<file path="src/rtl/fft_mem_ctrl.sv">
// Address/strobe sequencer for an in-place radix-2 DIT FFT working memory.
// Bit-reversed load, per-stage butterfly read/write pattern, natural-order unload.
module fft_mem_ctrl #(
  parameter int unsigned N    = 16,
  parameter int unsigned SIZE = 4
) (
  input  logic            clk,
  input  logic            rst_n,
  input  logic            start,
  input  logic            in_valid,
  input  logic            bf_done,
  output logic            busy,
  output logic            load_data,
  output logic [SIZE:0]   invert_adr,
  output logic            en_rd_1,
  output logic            en_rd_2,
  output logic [SIZE:0]   rd_ptr,
  output logic            en_wr,
  output logic [SIZE:0]   wr_ptr,
  output logic            wr_sel,
  output logic [SIZE-2:0] twiddle_idx,
  output logic [SIZE-1:0] stage,
  output logic            out_valid,
  output logic            done
);

  typedef logic [SIZE-1:0] cnt_t;
  typedef logic [SIZE:0]   adr_t;
  typedef logic [SIZE-2:0] tw_t;

  typedef enum logic [3:0] {
    StIdle, StLoad, StGap, StReadA, StReadB, StWaitBf, StWriteA, StWriteB, StUnload, StFin
  } state_e;

  localparam cnt_t CntLast   = cnt_t'(N - 1);
  localparam cnt_t PairLast  = cnt_t'(N / 2 - 1);
  localparam cnt_t StageLast = cnt_t'(SIZE - 1);

  state_e state_q, state_d;
  cnt_t   cnt_q, cnt_d;
  cnt_t   s_q, s_d;
  logic   gap_q, gap_d;
  logic   gap_to_unload_q, gap_to_unload_d;

  logic busy_q, busy_d;
  logic load_data_q, load_data_d;
  adr_t invert_adr_q, invert_adr_d;
  logic en_rd_1_q, en_rd_1_d;
  logic en_rd_2_q, en_rd_2_d;
  adr_t rd_ptr_q, rd_ptr_d;
  logic en_wr_q, en_wr_d;
  adr_t wr_ptr_q, wr_ptr_d;
  logic wr_sel_q, wr_sel_d;
  tw_t  twiddle_q, twiddle_d;
  cnt_t stage_q, stage_d;
  logic out_valid_q, out_valid_d;
  logic done_q, done_d;

  cnt_t cnt_rev;
  adr_t h, mask, p_ext, adr_a, adr_b;

  always_comb begin
    cnt_rev = '0;
    for (int i = 0; i < SIZE; i++) begin
      cnt_rev[i] = cnt_q[SIZE-1-i];
    end
  end

  // Butterfly pair addresses: insert a zero bit at position s of the pair index.
  always_comb begin
    h     = adr_t'(1) << s_q;
    mask  = h - adr_t'(1);
    p_ext = {1'b0, cnt_q};
    adr_a = ((p_ext & ~mask) << 1) | (p_ext & mask);
    adr_b = adr_a | h;
  end

  always_comb begin
    state_d         = state_q;
    cnt_d           = cnt_q;
    s_d             = s_q;
    gap_d           = gap_q;
    gap_to_unload_d = gap_to_unload_q;

    busy_d       = (state_q != StIdle);
    load_data_d  = 1'b0;
    invert_adr_d = '0;
    en_rd_1_d    = 1'b0;
    en_rd_2_d    = 1'b0;
    rd_ptr_d     = '0;
    en_wr_d      = 1'b0;
    wr_ptr_d     = '0;
    wr_sel_d     = 1'b0;
    twiddle_d    = tw_t'(p_ext & mask) << (StageLast - s_q);
    stage_d      = s_q;
    // Delayed read strobe lines up with the memory's read data.
    out_valid_d  = en_rd_1_q & ((state_q == StUnload) || (state_q == StFin));
    done_d       = 1'b0;

    case (state_q)
      StIdle: begin
        if (start) begin
          state_d = StLoad;
          cnt_d   = '0;
        end
      end
      StLoad: begin
        if (in_valid) begin
          load_data_d  = 1'b1;
          invert_adr_d = {1'b0, cnt_rev};
          cnt_d        = cnt_q + cnt_t'(1);
          if (cnt_q == CntLast) begin
            state_d         = StGap;
            cnt_d           = '0;
            s_d             = '0;
            gap_d           = 1'b0;
            gap_to_unload_d = 1'b0;
          end
        end
      end
      StGap: begin
        if (gap_q) begin
          gap_d   = 1'b0;
          state_d = gap_to_unload_q ? StUnload : StReadA;
        end else begin
          gap_d = 1'b1;
        end
      end
      StReadA: begin
        en_rd_1_d = 1'b1;
        rd_ptr_d  = adr_a;
        state_d   = StReadB;
      end
      StReadB: begin
        en_rd_2_d = 1'b1;
        rd_ptr_d  = adr_b;
        state_d   = StWaitBf;
      end
      StWaitBf: begin
        if (bf_done) begin
          state_d = StWriteA;
        end
      end
      StWriteA: begin
        en_wr_d  = 1'b1;
        wr_ptr_d = adr_a;
        wr_sel_d = 1'b0;
        state_d  = StWriteB;
      end
      StWriteB: begin
        en_wr_d  = 1'b1;
        wr_ptr_d = adr_b;
        wr_sel_d = 1'b1;
        if (cnt_q != PairLast) begin
          cnt_d   = cnt_q + cnt_t'(1);
          state_d = StReadA;
        end else begin
          cnt_d   = '0;
          gap_d   = 1'b0;
          state_d = StGap;
          if (s_q != StageLast) begin
            s_d = s_q + cnt_t'(1);
          end else begin
            gap_to_unload_d = 1'b1;
          end
        end
      end
      StUnload: begin
        en_rd_1_d = 1'b1;
        rd_ptr_d  = {1'b0, cnt_q};
        cnt_d     = cnt_q + cnt_t'(1);
        if (cnt_q == CntLast) begin
          state_d = StFin;
        end
      end
      StFin: begin
        done_d  = 1'b1;
        state_d = StIdle;
      end
      default: state_d = StIdle;
    endcase
  end

  always_ff @(posedge clk or negedge rst_n) begin
    if (!rst_n) begin
      state_q         <= StIdle;
      cnt_q           <= '0;
      s_q             <= '0;
      gap_q           <= 1'b0;
      gap_to_unload_q <= 1'b0;
      busy_q          <= 1'b0;
      load_data_q     <= 1'b0;
      invert_adr_q    <= '0;
      en_rd_1_q       <= 1'b0;
      en_rd_2_q       <= 1'b0;
      rd_ptr_q        <= '0;
      en_wr_q         <= 1'b0;
      wr_ptr_q        <= '0;
      wr_sel_q        <= 1'b0;
      twiddle_q       <= '0;
      stage_q         <= '0;
      out_valid_q     <= 1'b0;
      done_q          <= 1'b0;
    end else begin
      state_q         <= state_d;
      cnt_q           <= cnt_d;
      s_q             <= s_d;
      gap_q           <= gap_d;
      gap_to_unload_q <= gap_to_unload_d;
      busy_q          <= busy_d;
      load_data_q     <= load_data_d;
      invert_adr_q    <= invert_adr_d;
      en_rd_1_q       <= en_rd_1_d;
      en_rd_2_q       <= en_rd_2_d;
      rd_ptr_q        <= rd_ptr_d;
      en_wr_q         <= en_wr_d;
      wr_ptr_q        <= wr_ptr_d;
      wr_sel_q        <= wr_sel_d;
      twiddle_q       <= twiddle_d;
      stage_q         <= stage_d;
      out_valid_q     <= out_valid_d;
      done_q          <= done_d;
    end
  end

  assign busy        = busy_q;
  assign load_data   = load_data_q;
  assign invert_adr  = invert_adr_q;
  assign en_rd_1     = en_rd_1_q;
  assign en_rd_2     = en_rd_2_q;
  assign rd_ptr      = rd_ptr_q;
  assign en_wr       = en_wr_q;
  assign wr_ptr      = wr_ptr_q;
  assign wr_sel      = wr_sel_q;
  assign twiddle_idx = twiddle_q;
  assign stage       = stage_q;
  assign out_valid   = out_valid_q;
  assign done        = done_q;

endmodule

</file>
<file path="config.mk">
export PLATFORM = sky130hd
export DESIGN_NAME = fft_mem_ctrl
export DESIGN_NICKNAME = d
export VERILOG_FILES = /design/src/rtl/fft_mem_ctrl.sv
export SDC_FILE = /design/constraint.sdc
export NUM_CORES = 1
export LEC_CHECK = 0
export BUFFER_PORTS_ARGS = -buffer_cell sky130_fd_sc_hd__buf_2
export CAP_MARGIN = 20
export CELL_PAD_IN_SITES_DETAIL_PLACEMENT = 1
export CELL_PAD_IN_SITES_GLOBAL_PLACEMENT = 1
export CORE_MARGIN = 4
export CORE_UTILIZATION = 40
export CTS_CLUSTER_DIAMETER = 60
export DETAILED_ROUTE_END_ITERATION = 7
export PLACE_DENSITY_LB_ADDON = 0.1
export SYNTH_ARGS = -nofsm -noshare
export SYNTH_HDL_FRONTEND = slang
export SYNTH_SLANG_ARGS = --single-unit
</file>
<file path="constraint.sdc">
create_clock -name clk -period 2.6 [get_ports clk]
set_input_delay 0.26 -clock clk [delete_from_list [all_inputs] [get_ports clk]]
set_output_delay 0.26 -clock clk [all_outputs]
set_load 0.005 [all_outputs]
</file>
==> impl_metrics.env <==
export IMPL_outcome="completed"
export IMPL_worst_pin_slew_ns=0.9251
export IMPL_required_ns=2.76
export IMPL_rsz0062_at_grt="false"
export IMPL_post_dp_hpwl_mm=3.880
export IMPL_fin_tns_setup_ns=0
export IMPL_cts_clk_slew_worst_paths_ns=0.08
export IMPL_hold_class="in2async"
export IMPL_critPathTopFamily="adder cells"
export IMPL_synth_top_family_by_area="simple AND/OR/NAND/NOR gates"
export IMPL_cts_buffers=5
export IMPL_num_antenna_cells=0
export IMPL_fp_dieArea_um2=6847
export IMPL_met1_usage=0.2536
export IMPL_ff2ff_setup_slack_ns=0.21
export IMPL_fin_crit_sh=0.9186
export IMPL_yosysSeqAreaShare=0.4815
export IMPL_yosys_most_used_dff="dfrtp_1"
export IMPL_synthXorXnorAreaFrac=0.007839
export IMPL_synthAdderAreaFrac=0.05039
export IMPL_core_area_um2=5270
export IMPL_gp_congestion=0.7916
export IMPL_via_count=1799
export IMPL_cp_arrival_ns=2.55
export IMPL_synth_compound_gate_area_share=0.1691
export IMPL_ir_drop_uv=419.0
export IMPL_grt_busiest_layer="met2"
export IMPL_use_met2=0.2716
export IMPL_layout_min_cycle_time_ns=2.388
export IMPL_drtIter0Drc=97
export IMPL_syn_inst=225
export IMPL_layout_nets=272
export IMPL_timing_fmax_mhz=418.7
export IMPL_cp_end_kind="register"
export IMPL_portBuffers=33
export IMPL_cts_buffer_depth=2
export IMPL_layout_commonest_cell="dfrtp_1"
export IMPL_clock_skew_final_ns=0.005458
export IMPL_overflow=0
export IMPL_drive_gt1_frac=0.2317
export IMPL_grt_antenna_before_repair=0
export IMPL_drt_wirelength_per_cell_um=16.54
export IMPL_std_cell_rows=26
export IMPL_synth_area_um2=2235
export IMPL_via_per_inst=5.468
export IMPL_start_kind="register"
export IMPL_htreeDepth=2
export IMPL_syn_to_final_growth_pct=15.85
export IMPL_num_fill_cells=619
export IMPL_slew_viol_final=0
export IMPL_crit_path_max_fanout=10
export IMPL_synth_edf_count=0
export IMPL_synth_cell_types=60
export IMPL_dp_cells=321
export IMPL_hold_viol_final=0
export IMPL_avgSynthCellArea_um2=9.932
export IMPL_clock_root_buffer="clkbuf_8"
export IMPL_reg2reg_depth=8
export IMPL_layout_cells_non_filler=329
export IMPL_async_flop_share=1.000
export IMPL_clk_latency_ns=0.29
export IMPL_worst_hold_slack_ns=0.1085
export IMPL_synth_top_cell_area_share=0.4815
export IMPL_ys_ff_latch=43
export IMPL_cts_tree="done"
export IMPL_yosys_area_share_simple=0.2128
export IMPL_syn_nets=239
export IMPL_finalPower_uw=2268
export IMPL_power_leakage_uw=0.001295
export IMPL_cp_slowest_stage_delay_ns=0.48
export IMPL_synth_top_area_cell="dfrtp_1"
export IMPL_yosysWarningCount=0
export IMPL_ys_top_cells_by_area="dfrtp_1 48%, ha_1 5.0%, nand2_1 3.7%"
export IMPL_r2r_end="twiddle_idx[2]"
export IMPL_drc=0
export IMPL_slew_headroom=0.3833
export IMPL_num_io_pins=35
export IMPL_drt_wl_total_mm=5.441
export IMPL_die_y_um=82.75
export IMPL_drv_cap=0
export IMPL_path_class="reg2reg"
export IMPL_critical_path_slowest_cell="dfrtp_1"
export IMPL_track_usage=0.1761
export IMPL_muxShareOfSynthArea=0.02352
export IMPL_start_util=0.4240
export IMPL_ant_nets=0
export IMPL_grt_max_degree=44
export IMPL_drtPass1Iterations=4
export IMPL_worstPathCellList="inv_1, ha_1, nor3b_1, inv_1, ha_1, nor2b_1, a21oi_1, a2111oi_1"
export IMPL_worstPathBufferInverterCount=2
export IMPL_grt_pass1_wl_mm=9.101
export IMPL_r2r_start="s_q[0]"
export IMPL_p_per_area_nw_per_um2=876.1
export IMPL_setup_viol=0
export IMPL_die_w_um=82.75
export IMPL_met3_usage=0.02928
export IMPL_numClockSinks=43
export IMPL_final_cell_mix="43 x dfrtp_1, 33 x buf_2, 22 x nand2_1"
export IMPL_grt_pass1_vias=1824
-- state kept, by name, summed over array words and instances, names as in the netlist, 3 cells and up --
name / count
invert_adr: 4
wr_ptr: 5
twiddle_idx: 3
rd_ptr: 5
stage: 4
state_q: 4
s_q: 4
cnt_q: 4
-- layer usage --
layer | wire (µm) | up-vias
met5 | 0 | -
met4 | 43 | 0
met3 | 265 | 4
met2 | 2506 | 43
met1 | 2626 | 882
li1 | - | 870
-- worst max-delay path by stage --
| stage | to | from | slack (ns) | depth (start not counted) |
|---|---|---|---|---|
| 6_report | twiddle_idx[2] | s_q[0] | 0.21 | 8 |
| 5_1_grt | twiddle_idx[2] | s_q[1] | 0.01 | 8 |
| 4_1_cts | twiddle_idx[2] | s_q[0] | 0.22 | 8 |
| 3_5_place_dp | twiddle_idx[2] | s_q[0] | 0.27 | 8 |
| 3_3_place_gp | twiddle_idx[2] | s_q[0] | 0.41 | 8 |
| 2_1_floorplan | twiddle_idx[2] | s_q[0] | 0.32 | 8 |
-- final cells by class --
class / count / area, µm² / share of cell area
timing repair buffer: 40 / 217.7 / 0.08410
multi-input combinational: 155 / 1041 / 0.4021
clock buffer: 6 / 82.58 / 0.03190
inverter: 13 / 48.80 / 0.01885
clock inverter: 2 / 35.03 / 0.01353
sequential: 43 / 1076 / 0.4157
tap: 70 / 87.58 / 0.03383
-- cells in the mapped netlist (4+ instances only) --
library cell and number:
a21oi_1 16, and3_1 8, clkbuf_1 8, dfrtp_1 43, ha_1 9, inv_1 12, nand2_1 22, nand3_1 7
nor2_1 15, nor2b_1 4, nor3_1 6, o21ai_0 9
-- what timing repair did --
action                     in CTS  in global routing
hold buffers                    0                  0
setup endpoints to repair       0                  1
hold endpoints to repair        0                  0
resized for setup               0                  1
setup buffers                   0                  0
-- kinds of logic (layout without fill, tap and decap cells) --
group                      after synthesis  after routing
AOI/OAI and AO/OA                       55             55
muxes                                    5              5
DFF                                     43             43
other                                    1              1
xor gates and xnor gates                 2              2
and+or+nand+nor                         83             83
adders and majority gates                9              9
buffers and inverters                   27             61
-- metrics by stage --
stage	utilization	worst slack, ns	area, µm²
detailed placement	0.4687	0.2656	2470
global route	0.4912	0.01154	2589
global placement	0.4687	0.4082	2470
floorplan	-	0.3152	2235
CTS	0.4910	0.2167	2587
finish	0.4912	0.2115	2589
-- power breakdown --
group	internal (µW)	switching [µW]
combinational	355	513
clock	311	222
sequential	782	83.9
total	1450	819
Note: power is estimated with default switching activity, not from simulation.
